$ cat config.mk
export PLATFORM = sky130hd
export DESIGN_NAME = reg_file
export DESIGN_NICKNAME = d
export VERILOG_FILES = /design/src/rtl/reg_file_pkg.sv /design/src/rtl/reg_file_operand_resolve.sv /design/src/rtl/reg_file.sv
export SDC_FILE = /design/constraint.sdc
export NUM_CORES = 2
export LEC_CHECK = 0
export BUFFER_PORTS_ARGS = -buffer_cell sky130_fd_sc_hd__buf_2
export CELL_PAD_IN_SITES_DETAIL_PLACEMENT = 0
export CELL_PAD_IN_SITES_GLOBAL_PLACEMENT = 1
export CORE_UTILIZATION = 40
export DETAILED_ROUTE_END_ITERATION = 10
export GPL_ROUTABILITY_DRIVEN = 0
export PLACE_DENSITY_LB_ADDON = 0.1
export RECOVER_POWER = 25
export SETUP_SLACK_MARGIN = 0.2
export SLEW_MARGIN = 20
export SYNTH_ARGS = -nofsm -noshare
export SYNTH_HDL_FRONTEND = slang
export SYNTH_SLANG_ARGS = --single-unit
export TNS_END_PERCENT = 50
$ cat constraint.sdc
create_clock -name clk -period 3.4 [get_ports clk]
set_input_delay 0.17 -clock clk [delete_from_list [all_inputs] [get_ports clk]]
set_output_delay 0.17 -clock clk [all_outputs]
set_load 0.01 [all_outputs]
$ cat src/rtl/reg_file_pkg.sv
// Shared configuration for the register file and its operand resolvers.
// Holds the ROB tag width macro, register/data width constants and the
// operand source encoding used inside the resolver.
// Optional feature macro: REG_FILE_COMMIT_BYPASS_EN (see reg_operand_resolve).

`ifndef ROB_SIZE_WIDTH
`define ROB_SIZE_WIDTH 4
`endif

package reg_file_pkg;

    localparam int REG_NUM    = 32;
    localparam int REG_ADDR_W = 5;
    localparam int DATA_W     = 32;

    typedef logic [REG_ADDR_W-1:0] reg_addr_t;
    typedef logic [DATA_W-1:0]     data_t;

    // Where a resolved operand value comes from, in priority order
    typedef enum logic [2:0] {
        SRC_ZERO   = 3'd0,
        SRC_REG    = 3'd1,
        SRC_BYPASS = 3'd2,
        SRC_ROB    = 3'd3,
        SRC_WAIT   = 3'd4
    } operand_src_e;

    // x0 is hardwired to zero and never renamed
    function automatic logic is_x0(input reg_addr_t addr);
        return addr == '0;
    endfunction

endpackage

$ cat src/rtl/reg_file_operand_resolve.sv
// Resolves one source operand from architectural state, an optional
// same-cycle commit bypass, and the ROB lookup result.
// Optional feature macro: REG_FILE_COMMIT_BYPASS_EN enables the commit bypass.

module reg_operand_resolve
    import reg_file_pkg::*;
#(
    parameter int ROB_W = `ROB_SIZE_WIDTH
) (
    input  logic [REG_ADDR_W-1:0] rs,
    input  logic                  busy,
    input  logic [ROB_W-1:0]      tag,
    input  logic [DATA_W-1:0]     reg_value,
    input  logic                  commit_valid,
    input  logic [REG_ADDR_W-1:0] commit_rd,
    input  logic [ROB_W-1:0]      commit_rob_id,
    input  logic [DATA_W-1:0]     commit_value,
    input  logic                  get_ready,
    input  logic [DATA_W-1:0]     get_value,
    output logic [DATA_W-1:0]     val,
    output logic                  ready,
    output logic [ROB_W-1:0]      dep
);

    operand_src_e src;
    logic         bypass_hit;

`ifdef REG_FILE_COMMIT_BYPASS_EN
    // A commit that is retiring exactly the producer we are waiting on
    assign bypass_hit = commit_valid && (commit_rd == rs) && (commit_rob_id == tag);
`else
    logic unused_bypass;
    assign unused_bypass = ^{commit_valid, commit_rd, commit_rob_id, commit_value};
    assign bypass_hit    = 1'b0;
`endif

    // Pick the highest-priority source that can supply the operand
    always_comb begin
        src = SRC_WAIT;
        if (is_x0(rs)) begin
            src = SRC_ZERO;
        end else if (!busy) begin
            src = SRC_REG;
        end else if (bypass_hit) begin
            src = SRC_BYPASS;
        end else if (get_ready) begin
            src = SRC_ROB;
        end
    end

    // Drive value/ready/dep from the selected source; dep only while waiting
    always_comb begin
        val   = '0;
        ready = 1'b1;
        dep   = '0;
        case (src)
            SRC_ZERO:   val = '0;
            SRC_REG:    val = reg_value;
`ifdef REG_FILE_COMMIT_BYPASS_EN
            SRC_BYPASS: val = commit_value;
`endif
            SRC_ROB:    val = get_value;
            default: begin
                val   = '0;
                ready = 1'b0;
                dep   = tag;
            end
        endcase
    end

endmodule

$ cat src/rtl/reg_file.sv
// Architectural register file with rename tags for an out-of-order core.
// Tracks a value, busy bit and producing ROB tag per register, handles
// issue-side renaming, commit writeback and misprediction flush, and
// resolves two source operands for the decoder.
// Optional feature macro: REG_FILE_COMMIT_BYPASS_EN (commit-to-read bypass).

module reg_file
    import reg_file_pkg::*;
#(
    parameter int ROB_W = `ROB_SIZE_WIDTH
) (
    input  logic                  clk,
    input  logic                  rst,
    input  logic                  rdy,
    input  logic                  clear,
    input  logic                  issue_valid,
    input  logic [REG_ADDR_W-1:0] issue_rd,
    input  logic [ROB_W-1:0]      issue_rob_id,
    input  logic                  commit_valid,
    input  logic [REG_ADDR_W-1:0] commit_rd,
    input  logic [ROB_W-1:0]      commit_rob_id,
    input  logic [DATA_W-1:0]     commit_value,
    input  logic [REG_ADDR_W-1:0] rs1,
    input  logic [REG_ADDR_W-1:0] rs2,
    output logic [ROB_W-1:0]      get_rob_id1,
    output logic [ROB_W-1:0]      get_rob_id2,
    input  logic                  get_ready1,
    input  logic                  get_ready2,
    input  logic [DATA_W-1:0]     get_value1,
    input  logic [DATA_W-1:0]     get_value2,
    output logic [DATA_W-1:0]     val1,
    output logic [DATA_W-1:0]     val2,
    output logic                  ready1,
    output logic                  ready2,
    output logic [ROB_W-1:0]      dep1,
    output logic [ROB_W-1:0]      dep2
);

    logic [DATA_W-1:0] value_mem [REG_NUM];
    logic [ROB_W-1:0]  tag_mem   [REG_NUM];
    logic [REG_NUM-1:0] busy;

    logic do_commit;
    logic do_issue;

    assign do_commit = rdy && commit_valid && !is_x0(commit_rd);
    assign do_issue  = rdy && issue_valid && !is_x0(issue_rd) && !clear;

    // State update: commit writes first, then flush or issue override busy/tag
    always_ff @(posedge clk) begin
        if (rst) begin
            for (int i = 0; i < REG_NUM; i++) begin
                value_mem[i] <= '0;
                tag_mem[i]   <= '0;
            end
            busy <= '0;
        end else begin
            if (do_commit) begin
                value_mem[commit_rd] <= commit_value;
                if (tag_mem[commit_rd] == commit_rob_id) begin
                    busy[commit_rd] <= 1'b0;
                end
            end
            if (rdy && clear) begin
                busy <= '0;
            end else if (do_issue) begin
                busy[issue_rd]    <= 1'b1;
                tag_mem[issue_rd] <= issue_rob_id;
            end
        end
    end

    assign get_rob_id1 = tag_mem[rs1];
    assign get_rob_id2 = tag_mem[rs2];

    reg_operand_resolve #(.ROB_W(ROB_W)) u_resolve1 (
        .rs            (rs1),
        .busy          (busy[rs1]),
        .tag           (tag_mem[rs1]),
        .reg_value     (value_mem[rs1]),
        .commit_valid  (commit_valid),
        .commit_rd     (commit_rd),
        .commit_rob_id (commit_rob_id),
        .commit_value  (commit_value),
        .get_ready     (get_ready1),
        .get_value     (get_value1),
        .val           (val1),
        .ready         (ready1),
        .dep           (dep1)
    );

    reg_operand_resolve #(.ROB_W(ROB_W)) u_resolve2 (
        .rs            (rs2),
        .busy          (busy[rs2]),
        .tag           (tag_mem[rs2]),
        .reg_value     (value_mem[rs2]),
        .commit_valid  (commit_valid),
        .commit_rd     (commit_rd),
        .commit_rob_id (commit_rob_id),
        .commit_value  (commit_value),
        .get_ready     (get_ready2),
        .get_value     (get_value2),
        .val           (val2),
        .ready         (ready2),
        .dep           (dep2)
    );

endmodule
* Word-level counts from Yosys, hierarchy flattened
Memory sizes are Yosys's and may differ from the RTL's. Cells that the tools add are included. Widths: inputs -> output; s select.
Word-level totals: output and inout port bits 82, logic and storage cells 78, input bits 132, RAM bits 1152, register bits 32, memories kept 2
Operators by class: multiplexer cells 39, eq/ne operators 5, bitwise gates (word level) 3, magnitude comparators 6, reductions and logical operators 22
Memories:
- value_mem | depth 32, width 32, read ports 2, clocked after memory_dff 0, write ports 32, line reg_file.sv:39 | logic [DATA_W-1:0] value_mem [REG_NUM];
- tag_mem | depth 32, width 4, read ports 3, clocked after memory_dff 0, write ports 32, line reg_file.sv:40 | logic [ROB_W-1:0] tag_mem [REG_NUM];
Operators with widths (number):
- $mux 32 | 5
- $pmux 32 s2 | 2
- $and 32x32->32 | 1
- $not 32->32 | 1
- $or 32x32->32 | 1
- $reduce_or 32->1 | 1
- $lt 5x6->1 const B | 4
- $logic_not 5->1 | 4
- $mux 3 | 6
- $mux 1 | 17
- $mux 4 | 3
- $bmux 1 s5 | 2
- $demux 1 s5 | 2
- $ge 5x1->1 const B | 2
- $mux 5 | 2
- $logic_and 1x1->1 | 8
- $eq 3x1->1 const B | 2
- $eq 3x2->1 const B | 2
- $logic_not 3->1 | 2
- $reduce_or 3->1 | 2
- $eq 4x4->1 | 1
- $reduce_or 4->1 | 1
- $logic_not 1->1 | 3
- $reduce_or 2->1 | 1

* Longest topological paths before layout
depth in word-level cells 11, mapped depth 10

* By module
A second synthesis with hierarchy kept.
Unflattened totals: cells, all modules 4240, area total of the unflattened synthesis 65805.6 um2
By module, submodules not included:
- reg_file | times used 1, seq. area each 35233.8 um2, cells an instance 3996, area an instance 64281.7 um2
- reg_operand_resolve | times used 2, seq. area each 0.0 um2, cells an instance 122, area an instance 762.0 um2

* Worst setup path after synthesis
OpenSTA, ideal clock, no wires.
kind input to register, start point in commit_rd[2], end point mem value_mem[9][0] (enable), setup slack 0.759 ns, required time 3.006 ns, cell stages on the path 7, data arrival time 2.247 ns, library setup time 0.394 ns, cells stage by stage buf_2 > buf_2 > clkbuf_1 > or3b_2 > nor2_1 > nand2_1 > nand2b_1
RTL lines:
- from (decl) | line reg_file.sv:20 | input logic [REG_ADDR_W-1:0] commit_rd,
- to (decl) | line reg_file.sv:39

==> summary.txt <==
Clock network
  • H-tree Lvls: 4
  • Clock Tree Buf Depth: 3
  • Clock transition at path regs: 0.06 ns
  • CTS tree: done
  • Sink Count: 1,184
  • Number of CTS-inserted buffers: 141
  • Root buffer cell: clkbuf_16
  • Clk_lat worst skew: 0.80 ns

Critical path
  • CP Class: input pin to flip-flop
  • Critical Path AT: 3.84 ns
  • Reg2reg start: tag_mem[3][0]
  • Slowest stage delay, CP: 1.24 ns
  • Worst R2R Setup Slack: 0.93 ns
  • Crit path max-delay family: buffers and inverters
  • CP Capture Type: flip-flop
  • Bufs and invs on worst path: 3
  • Req. time, crit path: 3.82 ns
  • Worst-path cell chain: dlygate4sd3_1, clkbuf_2, nand2b_1, clkbuf_2
  • Reg2reg end: busy[11]
  • CP startpoint kind: input pin
  • Crit-path most repeated cell: clkbuf_2
  • Worst path slowest cell: nand2b_1
  • CP max FO: 42
  • R2R cell count: 8

Floorplan
  • Full die area: 164,000 sq um
  • Initial Utilization: 0.404
  • Die Span X: 405 um
  • Core area: 161,000 sq um
  • Die height: 405 um
  • IO Count: 214
  • Std-Cell Rows: 147

Power
  • PD cells: 491 nW/um^2
  • Worst vdd ir: 0.000545 V
  • P_leak: 26.4 nW

Route
  • Routed WL: 249,000 um
  • # DRC: 0
  • DR vias: 41,113
  • Antenna-violating nets left: 0
  • Routed len/inst: 37.3 um
  • Vias per cell: 6.16
  • First-pass DRT Iterations: 5
  • Initial drt markers: 5,258

Placement
  • Final HPWL DP: 155,000 um
  • DP Cell Count: 6,388
  • Port bufs: 213

Yosys
  • Dominant cells by area after synthesis: edfxtp_1 53%, mux4_2 26%, and2_1 9.8%
  • #FFs+latches synth: 1,184
  • Synth area leader: edfxtp_1
  • Synth Flop Type: edfxtp_1
  • Syn avg cell area: 15.7 sq um
  • Cells after synthesis: 4,150
  • Synth cell types: 44
  • Ys Warns: 0
  • Synth top cells by count: 1,152 x edfxtp_1, 1,016 x and2_1, 740 x mux4_2
  • Netlist Area Pre-Place: 64,900 sq um
  • Async SR Flop Fraction: 0
  • Post-synthesis sequential area ratio: 0.542
  • Number of synthesized flops with an enable pin: 1,152
  • Share of Yosys cell area claimed by the top area cell type: 0.533
  • Most frequent cell after synthesis: edfxtp_1

Hold path
  • Hold Path End: busy[26]
  • Hold path startpoint: issue_rd[1]
  • Hold Path Class: input pin to flip-flop
  • Worst hold path depth: 4

Timing
  • Rel. slew slack: -0.162
  • Clock Skews: 0.0256 ns
  • Fin crit share: 1.01
  • Setup WS post-layout: -0.0250 ns
  • Final min period: 3.42 ns
  • Final hold slack: 0.0254 ns
  • RSZ-0062 raised after global routing: true
  • Endpoints failing hold: 0
  • Pins Over Slew Limit: 174
  • Setup TNS: -0.144 ns
  • Fmax: 292 MHz
  • Worst-Margin Slew: 1.74 ns
  • Final setup violation count: 8

Global routing
  • Grt total ovfl: 0
  • Vias in the first global route: 40,954
  • GR Util All Layers: 0.306
  • Global-route wire length before repair: 340,000 um
  • Initial antenna violation count: 42
  • Largest net degree at the start of global routing: 66

Final layout
  • Fin cells: 6,672
  • Post-layout net count: 4,531
  • Fill cells: 13,861
  • Area delta synth->final: 16.4%
  • Ratio of cells with drive above 1 in the final layout: 0.344

Outcome
  • Failing checks: max-capacitance violations, max-slew violations, negative setup slack
  • Status: complete, but fails checks

Flow run
  • Max_cap viols: 7
[tightest hold or removal path: cells and delay by family]
kind,cells,cell delay [ns]
compound gates,1,0.14
buf+inv,1,0.13
simple gates,2,0.32
[cells by family (layout without fill, tap and decap cells)]
kind of cell    after synthesis  in the layout  synth area share
other cells                   1             44         0.0000577
xor+xnor                      4              4          0.000539
flops                      1184           1184             0.542
compound gates              170            170            0.0146
mux                         878            878             0.278
buf+inv                     448            767            0.0298
simple gates               1465           1465             0.134
[where the power goes]
part / internal [mW] / switching [mW]
clock network: 8.46 / 6.38
registers: 16.8 / 0.414
logic: 2.33 / 2.76
[layer usage]
metal	wire length [um]	share of wire	global-route usage	vias up
met3	19800	0.080	0.0566	351
met4	7060	0.028	0.0926	10
met2	122000	0.49	0.500	1969
met5	57	0.00023	0	-
met1	100000	0.40	0.414	22114
li1	-	-	-	16669
[final cells by class]
cell class	instances	area, sq um	area share
Timing Repair Buffer	519	4690	0.0621
Clock buffer	174	3720	0.0492
Multi-Input combinational cell	2553	28500	0.377
Sequential cell	1184	35200	0.466
Clock inverter	74	682	0.00902
Tap cell	2160	2700	0.0358
Antenna cell	8	20.0	0.000265
[worst max-delay path by stage]
stage	depth (start not counted)	slack, ns	end	start
global route	9	-0.003	val2[22]	busy[31]
detailed placement	9	0.16	val1[25]	rs1[0]
CTS	9	0.02	val2[12]	busy[31]
finish	4	-0.02	value_mem[20][20]	rst
global placement	9	0.17	val1[25]	rs1[0]
floorplan	7	0.76	value_mem[9][0]	commit_rd[2]
[placed cells by master, fill, tap and decap left out, drive strengths merged, types with 32 or more instances in the layout]
cell type  netlist  layout
nand2b          35      35
buf            137     454
mux2i          130     130
clkbuf         311     212
and3           106     106
and2          1017    1017
conb             1      36
nor2            96      96
dfxtp           32      32
edfxtp        1152    1152
o21ai           97      97
nand2          112     112
mux4           740     740
clkinv           0      55
o22ai           32      32
[flip-flops by register name, indices dropped and copies added, names as in the netlist]
register and cells:
busy 32, tag_mem 128, value_mem 1024
[what timing repair did]
action,in CTS,in global routing
buffers inserted,1,0
hold buffers,27,0
pin swaps,1,18
resized for setup,13,75
setup endpoints to repair,74,70
hold endpoints to repair,702,0
[per-stage QoR]
step           setup WS (ns)   util  power, mW  area [sq um]
3_3_place_gp           0.173  0.441       22.5         71100
4_1_cts               0.0223  0.471       37.3         75800
5_1_grt             -0.00339  0.470       38.1         75600
3_5_place_dp           0.159  0.441       22.5         71100
2_1_floorplan          0.759      -       20.2         65100
6_report             -0.0250  0.470       37.1         75600
(Power assumes the default switching activity.)
